--- src/rtl/fir4_dec_fifo.sv ---
// fir4_dec_fifo: rounded 4-sample average of the FIR sum, decimated into a FIFO.
// Optional saturating drop counter port when FIR4_DEC_DROPCNT_EN is defined.
module fir4_dec_fifo #(
  parameter int w      = 16,
  parameter int DW     = 4,
  parameter int DEPTH  = 4,
  parameter int WARMUP = 5
) (
  input  logic          clk,
  input  logic          reset,
  input  logic [w+1:0]  s_in,
  input  logic [DW-1:0] dec,
  output logic [w-1:0]  out_data,
  output logic          out_valid,
  input  logic          out_ready,
  output logic          overrun
`ifdef FIR4_DEC_DROPCNT_EN
  ,
  output logic [7:0]    drop_cnt
`endif
);

  localparam int AW  = $clog2(DEPTH);
  localparam int CW  = $clog2(DEPTH + 1);
  localparam int WUW = $clog2(WARMUP + 2);

  logic [WUW-1:0] wu_q, wu_d;
  logic [DW-1:0]  ph_q, ph_d;
  logic [DW-1:0]  d_q, d_d;
  logic [DW-1:0]  dec_n, d_cur;
  logic [w-1:0]   mem_q [DEPTH];
  logic [AW-1:0]  wr_q, rd_q;
  logic [CW-1:0]  cnt_q, cnt_d;
  logic           ovr_q;

  logic           warm, sel, full;
  logic           pop, push, drop;
  logic [w+2:0]   sum;
  logic [w-1:0]   avg;
  logic           unused_ok;

  assign warm  = (wu_q == WUW'(WARMUP));
  assign dec_n = (dec == '0) ? DW'(1) : dec;
  // dec is only honoured at the start of a period
  assign d_cur = (ph_q == '0) ? dec_n : d_q;
  assign sel   = warm && (ph_q == '0);

  assign sum       = {1'b0, s_in} + (w+3)'(2);
  assign avg       = sum[w+1:2];
  assign unused_ok = ^{sum[w+2], sum[1:0]};

  assign out_valid = (cnt_q != '0);
  assign out_data  = mem_q[rd_q];
  assign overrun   = ovr_q;

  assign full = (cnt_q == CW'(DEPTH));
  assign pop  = out_valid && out_ready;
  assign push = sel && (!full || pop);
  assign drop = sel && full && !pop;

  always_comb begin
    wu_d = wu_q;
    if (!warm) wu_d = wu_q + WUW'(1);
  end

  always_comb begin
    ph_d = ph_q;
    d_d  = d_q;
    if (warm) begin
      if (ph_q == '0) d_d = dec_n;
      if (ph_q == d_cur - DW'(1)) ph_d = '0;
      else ph_d = ph_q + DW'(1);
    end
  end

  always_comb begin
    cnt_d = cnt_q;
    unique case ({push, pop})
      2'b10:   cnt_d = cnt_q + CW'(1);
      2'b01:   cnt_d = cnt_q - CW'(1);
      default: cnt_d = cnt_q;
    endcase
  end

  always_ff @(posedge clk) begin
    if (reset) begin
      wu_q  <= '0;
      ph_q  <= '0;
      d_q   <= DW'(1);
      wr_q  <= '0;
      rd_q  <= '0;
      cnt_q <= '0;
      ovr_q <= 1'b0;
      for (int i = 0; i < DEPTH; i++) mem_q[i] <= '0;
    end else begin
      wu_q  <= wu_d;
      ph_q  <= ph_d;
      d_q   <= d_d;
      cnt_q <= cnt_d;
      if (push) begin
        mem_q[wr_q] <= avg;
        wr_q        <= wr_q + AW'(1);
      end
      if (pop) rd_q <= rd_q + AW'(1);
      if (drop) ovr_q <= 1'b1;
    end
  end

`ifdef FIR4_DEC_DROPCNT_EN
  logic [7:0] dc_q;

  assign drop_cnt = dc_q;

  always_ff @(posedge clk) begin
    if (reset) begin
      dc_q <= '0;
    end else if (drop && (dc_q != 8'hFF)) begin
      dc_q <= dc_q + 8'd1;
    end
  end
`endif

endmodule

--- config.mk ---
export PLATFORM = sky130hd
export DESIGN_NAME = fir4_dec_fifo
export DESIGN_NICKNAME = d
export VERILOG_FILES = /design/src/rtl/fir4_dec_fifo.sv
export SDC_FILE = /design/constraint.sdc
export NUM_CORES = 1
export LEC_CHECK = 0
export ABC_AREA = 1
export ABC_CLOCK_PERIOD_IN_PS = 4200
export CELL_PAD_IN_SITES_DETAIL_PLACEMENT = 0
export CELL_PAD_IN_SITES_GLOBAL_PLACEMENT = 1
export CORE_ASPECT_RATIO = 1.2
export CORE_MARGIN = 1.5
export CORE_UTILIZATION = 40
export CTS_CLUSTER_SIZE = 28
export DETAILED_ROUTE_END_ITERATION = 16
export PLACE_DENSITY_LB_ADDON = 0.1
export SKIP_CTS_REPAIR_TIMING = 1
export SLEW_MARGIN = 25
export SYNTH_ARGS = -nofsm -noshare
export SYNTH_HDL_FRONTEND = slang
export SYNTH_SLANG_ARGS = --single-unit
--- constraint.sdc ---
create_clock -name clk -period 4.2 [get_ports clk]
set_input_delay 1.05 -clock clk [delete_from_list [all_inputs] [get_ports clk]]
set_output_delay 1.05 -clock clk [all_outputs]
set_load 0.02 [all_outputs]
* Yosys cells after proc, flatten, opt, wreduce, memory -nomap -nowiden
Memories as Yosys holds them, arrays and structs flattened. A register that Yosys moved wholly into a read port is not among the register bits.
Cells that the tools add are included.
** Storage, ports and cells
- Register bits :: 19
- RAM bits :: 64
- Bits of input ports :: 25
- Output and inout bits :: 18
- Word-level logic and storage cells :: 48
- Memories :: 1
** Memory list
- mem_q :: depth 4, width 16, read ports 1, clocked after Yosys merged registers in 1, write ports 4, line 31 : logic [w-1:0] mem_q [DEPTH];
** Operators by class
- Add/sub/neg operators :: 8
- Eq/ne operators :: 5
- Muxes and demuxes :: 14
- Reduce and logical (&&, ||, !) cells :: 13
** Operators with widths (number)
- 18-bit by 2-bit adder with 18-bit output (second input constant) :: 1
- 16-bit 2-to-1 mux :: 1
- 16-bit OR reduction :: 1
- 4-bit 2-to-1 mux :: 3
- 4-bit zero test :: 2
- 3-bit by 1-bit adder with 3-bit output (second input constant) :: 2
- 3-bit equality test (second input constant) :: 2
- 1-bit 2-to-1 mux :: 6
- 2-bit 2-to-1 mux :: 3
- 3-bit case mux with 2 select lines :: 1
- 1-bit logical AND :: 5
- 2-bit by 1-bit adder with 2-bit output (second input constant) :: 2
- 4-bit by 1-bit adder with 4-bit output (second input constant) :: 1
- 4-bit equality test :: 1
- 4-bit by 1-bit subtractor with 4-bit output (second input constant) :: 1
- 3-bit nonzero test :: 1
- 3-bit by 1-bit subtractor with 3-bit output (second input constant) :: 1
- 2-bit by 1-bit equality test with 1-bit output (second input constant) :: 1
- 2-bit equality test (second input constant) :: 1
- 1-bit zero test :: 2
- 2-bit nonzero test :: 1
- 1-bit logical OR :: 1

* Longest topological paths before layout
Gate-level depths: netlist (run 1).
- Depth in word-level cells :: 9
- Depth in mapped cells :: 15

* Least setup slack after synthesis (run 1)
Ideal clock, no wire load.
- Path type :: in2reg
- Start point :: input port out_ready
- End point :: memory mem_q[3][0], enable pin
- Arrival :: 2.608 ns
- Data required time :: 3.786 ns
- Slack :: 1.177 ns
- Stages on the path :: 4
- Cell sequence :: inv_1 > nand3_1 > nand2_4 > o31ai_1
** RTL lines
- from (decl) :: line 15 : input logic out_ready,
- to (decl) :: line 31

==> results of run 1 <==
path summary, 6_finish.rpt:
path | from | end | cells past startpoint
hold reg to reg | d_q[1]$_SDFFE_PP0N_ | d_q[1]$_SDFFE_PP0N_ | 2
setup / recovery | register | out_data[14] | 4
setup reg to reg | wu_q[0]$_SDFFE_PP0P_ | mem_q[0][12]$_SDFFCE_PN0P_ | 10
hold / removal | d_q[1]$_SDFFE_PP0N_ | d_q[1]$_SDFFE_PP0N_ | 2
state kept, by name, summed over array words and instances (netlist names), named ones only:
register / flops
mem_q: 64
d_q: 4
ph_q: 4
cnt_q: 3
wu_q: 3
rd_q: 2
wr_q: 2
overrun: 1
per-stage QoR:
stage                     hold WS (ps)  area [um2]  std cells  setup WS (ps)  power (mW)
final                              469        5090        651            742        2.42
after detailed placement           460        4800        635            955        1.66
after floorplan                    436        4250        474           1180        1.39
after CTS                          468        5090        651            692        2.44
after global placement             452        4800        635            950        1.65
after global routing               487        5090        651            560        2.53
cell families (layout without fill, tap and decap cells):
family,count (synthesis),in the layout,synth area share [%]
compound gates,81,81,10.3
simple gates,214,214,22.8
fa+ha+maj,7,7,2.24
flops,85,85,55.1
xor+xnor,12,12,2.47
buf+inv,75,123,7.12
per-layer routing:
| metal | vias to the layer above | track usage (%) | wire length (um) | part of all wire [%] |
|---|---|---|---|---|
| li1 | 1662 | - | - | - |
| met1 | 1536 | 21.7 | 4220 | 43 |
| met2 | 51 | 33.5 | 5110 | 52 |
| met3 | 11 | 2.53 | 296 | 3.0 |
| met4 | 0 | 7.73 | 156 | 1.6 |
| met5 | - | 0 | 0 | 0 |
cell usage after synthesis (3+ instances only):
| cell type | instances |
|---|---|
| nor2_1 | 95 |
| edfxtp_1 | 64 |
| nand2_1 | 59 |
| inv_1 | 58 |
| o21ai_0 | 46 |
| nand3_1 | 24 |
| dfxtp_1 | 21 |
| o22ai_1 | 16 |
| a21oi_1 | 15 |
| nor2_2 | 13 |
| clkbuf_1 | 11 |
| xor2_1 | 9 |
| nor3_1 | 8 |
| ha_1 | 6 |
| nand4_1 | 4 |
| nand2_4 | 3 |
| xnor2_1 | 3 |
worst register-to-register path: cells and delay by family (launching register included):
kind / cells / cell delay [ps]
and+or+nand+nor: 7 / 1250
buffers and inverters: 2 / 470
DFF: 1 / 390
adders and majority gates: 1 / 160
area by class of cell:
type / count / area (um2)
Tap cell: 129 / 161
Fill cell: 1007 / 5320
Timing Repair Buffer: 48 / 463
Multi-Input combinational cell: 314 / 1610
Clock buffer: 9 / 225
Clock inverter: 7 / 66.3
Sequential cell: 85 / 2340
Inverter: 59 / 221
where the power goes:
group | leakage [nW] | switching [mW] | internal [mW]
Clock | 0.136 | 0.321 | 0.456
Combinational | 1.07 | 0.371 | 0.268
Sequential | 0.832 | 0.0480 | 0.952
==> flow_summary_export.csv, run 1 <==
group,metric,value,unit
routing,dr.pass1.iters,4,
critical_path,critPathMaxStageDelay,650,ps
power_and_ir_drop,leakage,2.04,nW
power_and_ir_drop,power_density,475,nW/um2
timing,hold_viol,0,
synthesis,yosys_register_bits,85,
placed_design,port_buffers,41,
floorplan,fp.dieW,97.1,um
worst_hold_path,hold_class,"reg2reg",
global_route,overflow,0,
finish,final_common_cell,"nor2_1",
finish,syn_to_final_growth,19.7,%
critical_path,path_cells,"inv_1 -> o21ai_0 -> o22ai_1 -> clkdlybuf4s50_1",
floorplan,pin_count,43,
synthesis,synth-seq-area-share,55.1,%
critical_path,crit_buf_inv,2,
synthesis,syn_avg_cell_area,8.97,um2
placed_design,gp_congestion,0.855,
cts,root_buffer,"clkbuf_16",
finish,diodes,0,
global_route,grt_first_pass_wirelength,15900,um
synthesis,synth_top_cell_by_area,"edfxtp_1",
synthesis,ys_warn_count,0,
global_route,grtUsageTotal,18.3,%
synthesis,async_reset_ff_share,0,%
synthesis,synth_top_area_share,45.2,%
synthesis,syn_inst,474,
synthesis,yosysUniqueCellTypes,31,
cts,clkSinkCount,85,
critical_path,startpoint_type,"register",
critical_path,worstSetupPathType,"reg2out",
global_route,grt_max_degree,33,
finish,drive_gt1_share,9.20,%
cts,clk_latency,340,ps
global_route,grt_pass1_vias,3206,
routing,drt_wl_total,9790,um
timing,fin_crit,3460,ps
routing,post-route-drc-count,0,
critical_path,arrival,2410,ps
finish,fin_util,48.9,%
routing,postRouteAntennaNets,0,
synthesis,synth-edff-count,64,
finish,layout_common_cells,"95 x nor2_1, 64 x edfxtp_1, 59 x nand2_1",
timing,finalSetupViolCount,0,
synthesis,synthesis.area,4250,um2
cts,cts_inserted_buffers,9,
critical_path,cp-end-kind,"output pin",
cts,cts.clk_slew.worst_paths,60,ps
floorplan,dieArea,11300,um2
flow_run,cap_viol_max_count,0,
timing,maxSlewHeadroom,58.6,%
critical_path,cp_slowest_cell,"clkdlybuf4s50_1",
routing,wl_per_cell,15.0,um
cts,cts_tree,"built",
timing,skew,8.15,ps
synthesis,synth_ff_type,"edfxtp_1",
timing,slew_violations,0,
floorplan,initial_core_util,40.8,%
routing,viasPerCell,5.01,
floorplan,fp-row-count,41,
finish,nets,549,
floorplan,fp.coreArea,10400,um2
critical_path,worstPathMaxFanout,17,
outcome,status,"complete, no violations",
power_and_ir_drop,ir_drop,0.224,mV
routing,first_iter_violations,121,
global_route,antenna_found_initial,0,
timing,final.period_utilization,82.3,%
placed_design,dp_hpwl,6730,um
synthesis,synthesis.nets,506,
routing,num_vias,3260,
timing,tightest_slew,620,ps
critical_path,r2r_slack,1620,ps
timing,fmax,0.289,GHz
critical_path,cpLargestDelayFamily,"buffers and inverters",
cts,cts-htree-levels,3,
timing,rsz0062_at_grt,"false",
synthesis,netlist_top_cells_area,"edfxtp_1 45%, dfxtp_1 9.9%, nor2_1 8.4%, o21ai_0 5.4%, nand2_1 5.2%",
floorplan,die_h,116,um
cts,cts_max_path_buffers,2,
timing,tns,0,ps
critical_path,cp.required,3150,ps
Note: power is estimated with default switching activity, not from simulation.
==> run 2, diff against run 1 <==
ABC_CLOCK_PERIOD_IN_PS = 2930   (was 4200)
CORE_UTILIZATION = 39   (was 40)
clock period = 2.93 ns   (was 4.2 ns; I/O delays follow)
==> flow_summary_export.csv, run 2 (same netlist as run 1, synthesis figures left out) <==
group,metric,value,unit
global_route,grt_max_degree,33,
placed_design,port_buffers,41,
timing,final.period_utilization,97.7,%
critical_path,cp.required,2200,ps
flow_run,cap_viol_max_count,0,
power_and_ir_drop,leakage,2.12,nW
global_route,grtUsageMet3,2.68,%
outcome,status,"complete, no violations",
power_and_ir_drop,ir_drop,0.267,mV
finish,top_register,"mem_q",
cts,clkSinkCount,85,
floorplan,initial_core_util,40.2,%
cts,cts-htree-levels,3,
floorplan,die_h,117,um
cts,clk_latency,330,ps
finish,fin_util,49.7,%
global_route,grt_util_met2,31.4,%
finish,syn_to_final_growth,23.6,%
cts,root_buffer,"clkbuf_16",
timing,holdWs,472,ps
critical_path,arrival,2130,ps
critical_path,worstSetupPathType,"reg2out",
finish,largest_reg_flops,64,
critical_path,r2r_slack,600,ps
cts,cts_tree,"built",
floorplan,dieArea,11500,um2
cts,cts.clk_slew.worst_paths,60,ps
finish,diodes,0,
critical_path,critPathMaxStageDelay,660,ps
routing,post-route-drc-count,0,
finish,nets,561,
timing,fin_crit,2860,ps
global_route,grtUsageTotal,17.8,%
global_route,overflow,0,
global_route,grt_pass1_vias,3222,
routing,first_iter_violations,103,
finish,stdcell_count,662,
timing,slew_violations,0,
floorplan,fp.coreArea,10600,um2
routing,postRouteAntennaNets,0,
floorplan,fp-row-count,41,
critical_path,worstPathMaxFanout,32,
worst_hold_path,hold_depth,2,
critical_path,cp_slowest_cell,"clkdlybuf4s50_1",
placed_design,place_inst,647,
routing,wl_per_cell,14.8,um
routing,dr.pass1.iters,4,
global_route,grt_first_pass_wirelength,15900,um
critical_path,cp-end-kind,"output pin",
timing,skew,4.10,ps
placed_design,dp_hpwl,6830,um
finish,fillers,988,
timing,fmax,0.349,GHz
routing,viasPerCell,4.98,
placed_design,postPlaceCellArea,4910,um2
finish,layout_common_cells,"95 x nor2_1, 64 x edfxtp_1, 59 x nand2_1",
placed_design,post-place-ws,72.6,ps
finish,final_area,5260,um2
global_route,grt_use_met1,21.5,%
floorplan,pin_count,43,
timing,hold_viol,0,
timing,maxSlewHeadroom,70.2,%
routing,drt_wl_total,9770,um
power_and_ir_drop,power_density,697,nW/um2
routing,num_vias,3296,
finish,drive_gt1_share,11.6,%
floorplan,fp.dieW,98.3,um
critical_path,path_cells,"buf_4 -> o21ai_0 -> o22ai_1 -> clkdlybuf4s50_1",
global_route,grt_busiest_layer,"met2",
worst_hold_path,hold_class,"reg2reg",
finish,final_common_cell,"nor2_1",
timing,finalSetupViolCount,0,
global_route,antenna_found_initial,0,
timing,rsz0062_at_grt,"true",
cts,cts_max_path_buffers,2,
timing,fin_ws,67.1,ps
critical_path,startpoint_type,"register",
cts,cts_inserted_buffers,9,
finish,top_regs,"mem_q x64, d_q x4, ph_q x4",
critical_path,worst-r2r-cell-count,15,
placed_design,gp_congestion,0.796,
timing,tightest_slew,447,ps
==> run 2: cell count changes in the layout (fill, tap and decap cells not counted) <==
cell	previous run	this run
buf_4	7	17
buf_12	0	2
bufinv_16	1	3
clkinv_1	2	0
clkinvlp_4	2	4
clkinv_2	1	0
clkinv_4	1	0
inv_1	58	57
==> run 2: per-layer routing <==
metal | part of all wire [%] | wire (um)
met1 | 43 | 4210
met2 | 51 | 5000
met3 | 3.9 | 383
met4 | 1.8 | 173
met5 | 0 | 0
==> run 2: final timing paths <==
kind,from,end
worst max register to register,ph_q[0]$_SDFFE_PP0N_,ph_q[3]$_SDFFE_PP0N_
worst max-delay path,register,out_data[15]
worst min register to register,d_q[1]$_SDFFE_PP0N_,d_q[1]$_SDFFE_PP0N_
worst min-delay path,d_q[1]$_SDFFE_PP0N_,d_q[1]$_SDFFE_PP0N_
==> run 2: area by class of cell <==
| class | instances | area [um2] | share of cell area (%) |
|---|---|---|---|
| Clock buffer | 9 | 225 | 4.28 |
| Clock inverter | 6 | 113 | 2.14 |
| Inverter | 59 | 225 | 4.28 |
| Multi-Input combinational cell | 314 | 1610 | 30.7 |
| Sequential cell | 85 | 2340 | 44.6 |
| Tap cell | 129 | 161 | 3.07 |
| Timing Repair Buffer | 60 | 578 | 11.0 |
==> run 2: where the power goes <==
part           total, mW  switching, mW  internal (mW)  leakage, nW
clock               1.28          0.448          0.827        0.154
combinational      0.983          0.570          0.413         1.13
sequential          1.41         0.0423           1.37        0.832
total               3.67           1.06           2.61         2.12
==> run 2: critical path, delay by kind of cell, from the launching register on <==
family | cells | cell delay [ps]
buffers and inverters | 2 | 1000
AOI/OAI and AO/OA | 2 | 420
DFF | 1 | 370
==> run 2: through the flow <==
stage               setup TNS (ps)  total power, mW
floorplan                        0             1.99
global route                 -1.44             3.84
global placement                 0             2.41
CTS                              0             3.71
finish                           0             3.67
detailed placement               0             2.42
